--- config.mk ---
export PLATFORM = sky130hd
export DESIGN_NAME = msi_snoop_responder
export DESIGN_NICKNAME = d
export VERILOG_FILES = /design/src/rtl/msi_snoop_responder.sv
export SDC_FILE = /design/constraint.sdc
export NUM_CORES = 1
export LEC_CHECK = 0
export CORE_ASPECT_RATIO = 0.9
export CORE_MARGIN = 5
export CORE_UTILIZATION = 40
export DETAILED_ROUTE_END_ITERATION = 10
export HOLD_SLACK_MARGIN = 0.08
export PLACE_DENSITY_LB_ADDON = 0.08
export SYNTH_ARGS = -nofsm -noshare
export SYNTH_HDL_FRONTEND = slang
export SYNTH_SLANG_ARGS = --single-unit
--- constraint.sdc ---
create_clock -name clk -period 4.6 [get_ports clk]
set_input_delay 0.92 -clock clk [delete_from_list [all_inputs] [get_ports clk]]
set_output_delay 0.92 -clock clk [all_outputs]
set_load 0.05 [all_outputs]
--- src/rtl/msi_snoop_responder.sv ---
// Bus-side MSI snoop responder: per-line state/tag array, snoop FSM with write-back and response.
// Optional SNOOP_STATS_EN adds saturating hit/flush/error counters.
module msi_snoop_responder #(
  parameter int unsigned INDEX_W = 4,
  parameter int unsigned TAG_W   = 8
) (
  input  logic               clk,
  input  logic               rst_n,
  input  logic               snoop_valid,
  output logic               snoop_ready,
  input  logic [1:0]         snoop_op,
  input  logic [INDEX_W-1:0] snoop_index,
  input  logic [TAG_W-1:0]   snoop_tag,
  output logic               flush_valid,
  output logic [INDEX_W-1:0] flush_index,
  output logic [TAG_W-1:0]   flush_tag,
  input  logic               flush_ack,
  output logic               resp_valid,
  output logic               resp_hit,
  output logic               resp_flushed,
  output logic               resp_err,
  input  logic               upd_valid,
  output logic               upd_ready,
  input  logic [INDEX_W-1:0] upd_index,
  input  logic [TAG_W-1:0]   upd_tag,
  input  logic [1:0]         upd_state
`ifdef SNOOP_STATS_EN
  ,
  output logic [15:0]        stat_hits,
  output logic [15:0]        stat_flushes,
  output logic [15:0]        stat_errs
`endif
);

  localparam int unsigned NUM_LINES = 2 ** INDEX_W;

  typedef enum logic [1:0] {LINE_I = 2'b00, LINE_M = 2'b01, LINE_S = 2'b10} line_e;
  typedef enum logic [1:0] {OP_INV = 2'b00, OP_WM = 2'b01, OP_RM = 2'b10, OP_ILL = 2'b11} op_e;
  typedef enum logic [1:0] {S_IDLE, S_LOOKUP, S_FLUSH, S_RESP} fsm_e;

  fsm_e               fsm_q, fsm_d;
  line_e              line_q [NUM_LINES];
  logic [TAG_W-1:0]   tag_q  [NUM_LINES];
  logic               active_q;
  op_e                op_q, op_d;
  logic [INDEX_W-1:0] index_q, index_d;
  logic [TAG_W-1:0]   ctag_q, ctag_d;
  line_e              nst_q, nst_d;
  logic               hit_q, hit_d, fl_q, fl_d, err_q, err_d;
  logic               line_we;
  line_e              line_wd;
  logic               lk_hit, snoop_fire, upd_fire;

  assign lk_hit      = (line_q[index_q] != LINE_I) && (tag_q[index_q] == ctag_q);
  // active_q keeps both ready outputs low until the first edge after reset release
  assign snoop_ready = active_q && (fsm_q == S_IDLE) && !(upd_valid && (upd_index == snoop_index));
  assign upd_ready   = active_q && !((fsm_q != S_IDLE) && (upd_index == index_q));
  assign snoop_fire  = snoop_valid && snoop_ready;
  assign upd_fire    = upd_valid && upd_ready;

  always_comb begin
    fsm_d   = fsm_q;
    op_d    = op_q;
    index_d = index_q;
    ctag_d  = ctag_q;
    nst_d   = nst_q;
    hit_d   = hit_q;
    fl_d    = fl_q;
    err_d   = err_q;
    line_we = 1'b0;
    line_wd = LINE_I;
    case (fsm_q)
      S_IDLE: begin
        if (snoop_fire) begin
          op_d    = op_e'(snoop_op);
          index_d = snoop_index;
          ctag_d  = snoop_tag;
          fsm_d   = S_LOOKUP;
        end
      end
      S_LOOKUP: begin
        hit_d = lk_hit;
        fl_d  = 1'b0;
        err_d = (op_q == OP_ILL);
        fsm_d = S_RESP;
        if (lk_hit) begin
          case (op_q)
            OP_RM: begin
              if (line_q[index_q] == LINE_M) begin
                nst_d = LINE_S;
                fsm_d = S_FLUSH;
              end
            end
            OP_WM: begin
              if (line_q[index_q] == LINE_M) begin
                nst_d = LINE_I;
                fsm_d = S_FLUSH;
              end else begin
                line_we = 1'b1;
              end
            end
            OP_INV: begin
              line_we = 1'b1;
              err_d   = (line_q[index_q] == LINE_M);
            end
            default: ;
          endcase
        end
      end
      S_FLUSH: begin
        if (flush_ack) begin
          line_we = 1'b1;
          line_wd = nst_q;
          fl_d    = 1'b1;
          fsm_d   = S_RESP;
        end
      end
      S_RESP:  fsm_d = S_IDLE;
      default: fsm_d = S_IDLE;
    endcase
  end

  always_ff @(posedge clk or negedge rst_n) begin
    if (!rst_n) begin
      fsm_q    <= S_IDLE;
      active_q <= 1'b0;
      op_q     <= OP_INV;
      index_q  <= '0;
      ctag_q   <= '0;
      nst_q    <= LINE_I;
      hit_q    <= 1'b0;
      fl_q     <= 1'b0;
      err_q    <= 1'b0;
    end else begin
      fsm_q    <= fsm_d;
      active_q <= 1'b1;
      op_q     <= op_d;
      index_q  <= index_d;
      ctag_q   <= ctag_d;
      nst_q    <= nst_d;
      hit_q    <= hit_d;
      fl_q     <= fl_d;
      err_q    <= err_d;
    end
  end

  // Update and snoop writes never collide: upd_ready blocks the captured index while busy
  always_ff @(posedge clk or negedge rst_n) begin
    if (!rst_n) begin
      for (int unsigned i = 0; i < NUM_LINES; i++) begin
        line_q[i] <= LINE_I;
        tag_q[i]  <= '0;
      end
    end else begin
      if (upd_fire) begin
        line_q[upd_index] <= (upd_state == 2'b11) ? LINE_I : line_e'(upd_state);
        tag_q[upd_index]  <= upd_tag;
      end
      if (line_we) begin
        line_q[index_q] <= line_wd;
      end
    end
  end

  assign flush_valid  = (fsm_q == S_FLUSH);
  assign flush_index  = flush_valid ? index_q : '0;
  assign flush_tag    = flush_valid ? ctag_q : '0;
  assign resp_valid   = (fsm_q == S_RESP);
  assign resp_hit     = resp_valid && hit_q;
  assign resp_flushed = resp_valid && fl_q;
  assign resp_err     = resp_valid && err_q;

`ifdef SNOOP_STATS_EN
  logic [15:0] hits_q, flushes_q, errs_q;

  always_ff @(posedge clk or negedge rst_n) begin
    if (!rst_n) begin
      hits_q    <= '0;
      flushes_q <= '0;
      errs_q    <= '0;
    end else if (resp_valid) begin
      if (resp_hit && (hits_q != '1))        hits_q    <= hits_q + 16'd1;
      if (resp_flushed && (flushes_q != '1)) flushes_q <= flushes_q + 16'd1;
      if (resp_err && (errs_q != '1))        errs_q    <= errs_q + 16'd1;
    end
  end

  assign stat_hits    = hits_q;
  assign stat_flushes = flushes_q;
  assign stat_errs    = errs_q;
`endif

endmodule

# Yosys cells after proc, flatten, opt, wreduce, memory -nomap -nowiden
# Index checks and enable logic that the tools add are counted.
# word_totals
regBits,182
inputBits,33
output_inout_bits,19
wordCells,128
# classes
order_cmp,4
n_eq_ne,15
mux,40
bitwise,2
n_reduce_logical,26
# op_table
op,n
$bwmux W128,1
$bwmux W32,2
$mux W32,2
$bmux W8 S4,1
$demux W8 S4,1
$mux W8,4
$mux W2,11
$demux W2 S4,2
$logic_and A1 B1 Y1,13
$eq A2 B2 Y1 const B,5
$ge A5 B5 Y1 const B,2
$lt A5 B1 Y1 const B,2
$not A4 Y5,2
$mux W1,9
$bmux W2 S4,1
$eq A4 B4 Y1,2
$eq A8 B8 Y1,1
$pmux W2 S4,1
$reduce_bool A2 Y1,4
$eq A2 B1 Y1 const B,3
$ne A2 B2 Y1 const B,3
$pmux W1 S2,3
$reduce_and A2 Y1,3
$reduce_and A5 Y1,1
6 further kinds,8

# Depth between registers and ports, before layout
# Gate-level depths: netlist of the first run.
# depth
ltp_word,10
depth_mapped,14
depth_no_buf,9

# Worst setup path before layout of the first run
# No wires, ideal clock.
# synth_timing
path_type,input-to-output
startpoint,in upd_index[2]
endpoint,out upd_ready
arrival_time_ns,2.621
required_ns,3.680
setup_slack_ns,1.059
path_stages,4
n_path_buf,1
path_cell_list,clkbuf_1 xor2_1 nor4_1 a21boi_0
# synth_between
elab_chain_cells,4
# synth_rtl
item,line_no,source
"start, declared",24,"input logic [INDEX_W-1:0] upd_index,"
$eq A4 B4 Y1,57,assign upd_ready = active_q && !((fsm_q != S_IDLE) && (upd_index == index_q));
$logic_and A1 B1 Y1,57,
$logic_not A1 Y1,57,
$logic_and A1 B1 Y1,57,
"end, declared",23,"output logic upd_ready,"
# No other way between the ends.

# Worst setup path after layout of the first run
# layout_timing
startpoint,in upd_index[3]
endpoint,out upd_ready
# Same word-level chain as after synthesis.

==> results.json, run 1 <==
{
  "rsz0062_at_grt": "no",
  "finalClockSkew_ps": 15.7,
  "post_drt_wl_per_cell_um": 23.1,
  "cp.required_ps": 3680,
  "post_cts_resized": 0,
  "globalplace.congestion": 0.811,
  "wl_um": 24500,
  "syn_area_mm2": 0.00915,
  "row_count": 52,
  "leakagePower_nw": 4.65,
  "finalSetupViolCount": 0,
  "yosysSeqAreaShare": 0.495,
  "p_clk_frac": 0.235,
  "ant_nets": 0,
  "yosys_register_bits": 181,
  "cts_hold_buffers": 0,
  "path_class": "input port to output port",
  "antenna_found_initial": 0,
  "layout_commonest_cell": "dfrtp_1",
  "ios": 52,
  "drv_slew": 0,
  "fin_ws_ps": 512,
  "syn_avg_cell_area_um2": 13.4,
  "drive_gt1_frac": 0.360,
  "power.density_mw_per_mm2": 600,
  "cts_buffers": 17,
  "io_buffers": 51,
  "first_pass_iters": 5,
  "clock_latency_ps": 430,
  "drcViolationCount": 0,
  "initial_core_util": 0.406,
  "tns_ps": 0,
  "final_cell_mix": "dfrtp_1, mux2_2, clkdlybuf4s50_1",
  "p_int_mw": 4.07,
  "cts_post_setup_buffers_inserted": 0,
  "crit_path_end_kind": "output port",
  "synthToLayoutAreaGrowth_pct": 17.1,
  "cp.arrival_ps": 3170,
  "use_met2": 0.305,
  "overflow": 0,
  "p_sw_mw": 2.36,
  "cts_buffer_depth": 2,
  "use_met1": 0.273,
  "syn-num-nets": 724,
  "timing.hold.ws_ps": 503,
  "via_count": 5883,
  "die_area_mm2": 0.0260,
  "antenna_cells": 0,
  "grt_pass1_vias": 6316,
  "top_usage_layer": "met2",
  "start_kind": "input port",
  "grt_max_degree": 76,
  "cts_tree": "built",
  "fp.dieH_um": 153,
  "slew_headroom": 0.281,
  "finalNetCount": 791,
  "core_mm2": 0.0225,
  "pwr-share-comb": 0.390,
  "clkTransAtPathRegs_ps": 70,
  "grt_util_met3": 0.0519,
  "fmax_mhz": 245,
  "via_per_inst": 5.56,
  "syn_inst": 682,
  "outcome": "finished clean",
  "maxCapViolations": 0,
  "pwr-share-seq": 0.375,
  "yosys_warnings": 0,
  "hold_class": "input port to async pin",
  "preCtsSetupSlack_ps": 548,
  "hold_violations": 0,
  "grt_pass1_wl_um": 38300,
  "dpl.hpwl_um": 16700,
  "synthFlopType": "dfrtp_1",
  "drtIter0Drc": 452,
  "ir_worst_vdd_mv": 0.249,
  "fp.dieW_um": 169,
  "fin_crit_sh": 0.889,
  "yosysUniqueCellTypes": 47,
  "async_flop_share": 1.00,
  "period_minus_slack_ps": 4090,
  "critPathMaxFanout": 9,
  "clockRootBuffer": "clkbuf_16",
  "track_usage": 0.194,
  "clock_sinks": 181,
  "tightestPinTransition_ps": 1080,
  "synth_edf_count": 0,
  "ctsHtreeMaxLevel": 4,
  "power_switching_share": 0.368,
  "num-fill-cells": 2023
}
synth_stat cells, types with 7 or more instances:
cell      instances  share of area
dfrtp_1         181           0.50
mux2_2          158           0.19
mux2i_1          45          0.049
mux4_2           33          0.081
a21oi_1          27          0.015
clkbuf_1         24         0.0098
nor2_1           23         0.0094
and2_1           21          0.014
nand2_1          18         0.0074
a22oi_1          14          0.011
nand3_1          13         0.0071
inv_1            12         0.0049
xor2_1           10         0.0096
ha_1              9          0.012
xnor2_1           9         0.0086
a221oi_1          7         0.0067
a31oi_1           7         0.0048
buf_2             7         0.0038
nor2b_1           7         0.0048
registers in the layout, indices dropped and copies added, names as in the netlist:
| register | flops |
|---|---|
| active_q | 1 |
| ctag_q | 8 |
| err_q | 1 |
| fl_q | 1 |
| fsm_q | 2 |
| hit_q | 1 |
| index_q | 4 |
| line_q | 32 |
| nst_q | 1 |
| op_q | 2 |
| tag_q | 128 |
final timing paths:
path | slack, ps | cells past startpoint | to | from
max | 510 | 5 | upd_ready | upd_index[3]
min | 500 | 1 | tag_q[126] | rst_n
min in group clk | 500 | 1 | tag_q[1] | tag_q[1]
max reg2reg | 820 | 9 | line_q[15] | index_q[1]
max in group asynchronous | 3060 | 2 | tag_q[111] | rst_n
min reg2reg | 500 | 1 | tag_q[1] | tag_q[1]
layer usage:
metal	up-vias	wire (um)
met5	-	0
li1	2645	-
met1	3067	11200
met3	20	1310
met4	0	261
met2	151	11800
stage by stage:
step           power [mW]  utilization  instance area [um2]  std cells
2_1_floorplan        4.22            -                 9150        682
3_3_place_gp         4.89        0.449                10100       1027
3_5_place_dp         4.97        0.449                10100       1027
4_1_cts              6.49        0.476                10700       1059
5_1_grt              6.81        0.476                10700       1059
6_report             6.43        0.476                10700       1059
cell families (layout without fill, tap and decap cells):
logic type | count (synthesis) | in the layout | share of synthesized area
other cells | 1 | 1 | 0.000410
simple gates | 107 | 107 | 0.0626
buf+inv | 52 | 132 | 0.0276
xor+xnor | 19 | 19 | 0.0182
compound gates | 77 | 77 | 0.0587
mux | 236 | 236 | 0.325
flops | 181 | 181 | 0.495
fa+ha+maj | 9 | 9 | 0.0123
critical path, stage by stage:
cell and delay, ps:
clkdlybuf4s50_1 620, xor2_1 240, nor4_1 460, a21boi_0 180, clkdlybuf4s50_1 740
area by class of cell:
class                   count  area [um2]  area share
clock buffers              17         425      0.0397
clock inverters            15         184      0.0172
flip-flops and latches    181        4530       0.423
multi-input cells         449        4370       0.407
well taps                 297         372      0.0347
inverters                  12        45.0     0.00420
repair buffers             88         790      0.0737
power groups by stage:
| stage | sequential (mW) | clock [mW] | combinational, mW |
|---|---|---|---|
| after CTS | 2.42 | 1.55 | 2.53 |
| after detailed placement | 2.44 | 0 | 2.52 |
| after floorplan | 2.24 | 0 | 1.97 |
| after global placement | 2.42 | 0 | 2.47 |
| after global routing | 2.48 | 1.62 | 2.72 |
| final | 2.41 | 1.51 | 2.51 |
No activity file was read; power rests on OpenSTA's default activity.
==> run 2, diff against run 1 <==
- SKIP_CTS_REPAIR_TIMING: unset -> 1
==> results of run 2 <==
Final layout, timing and power as in run 1 (identical DEF).
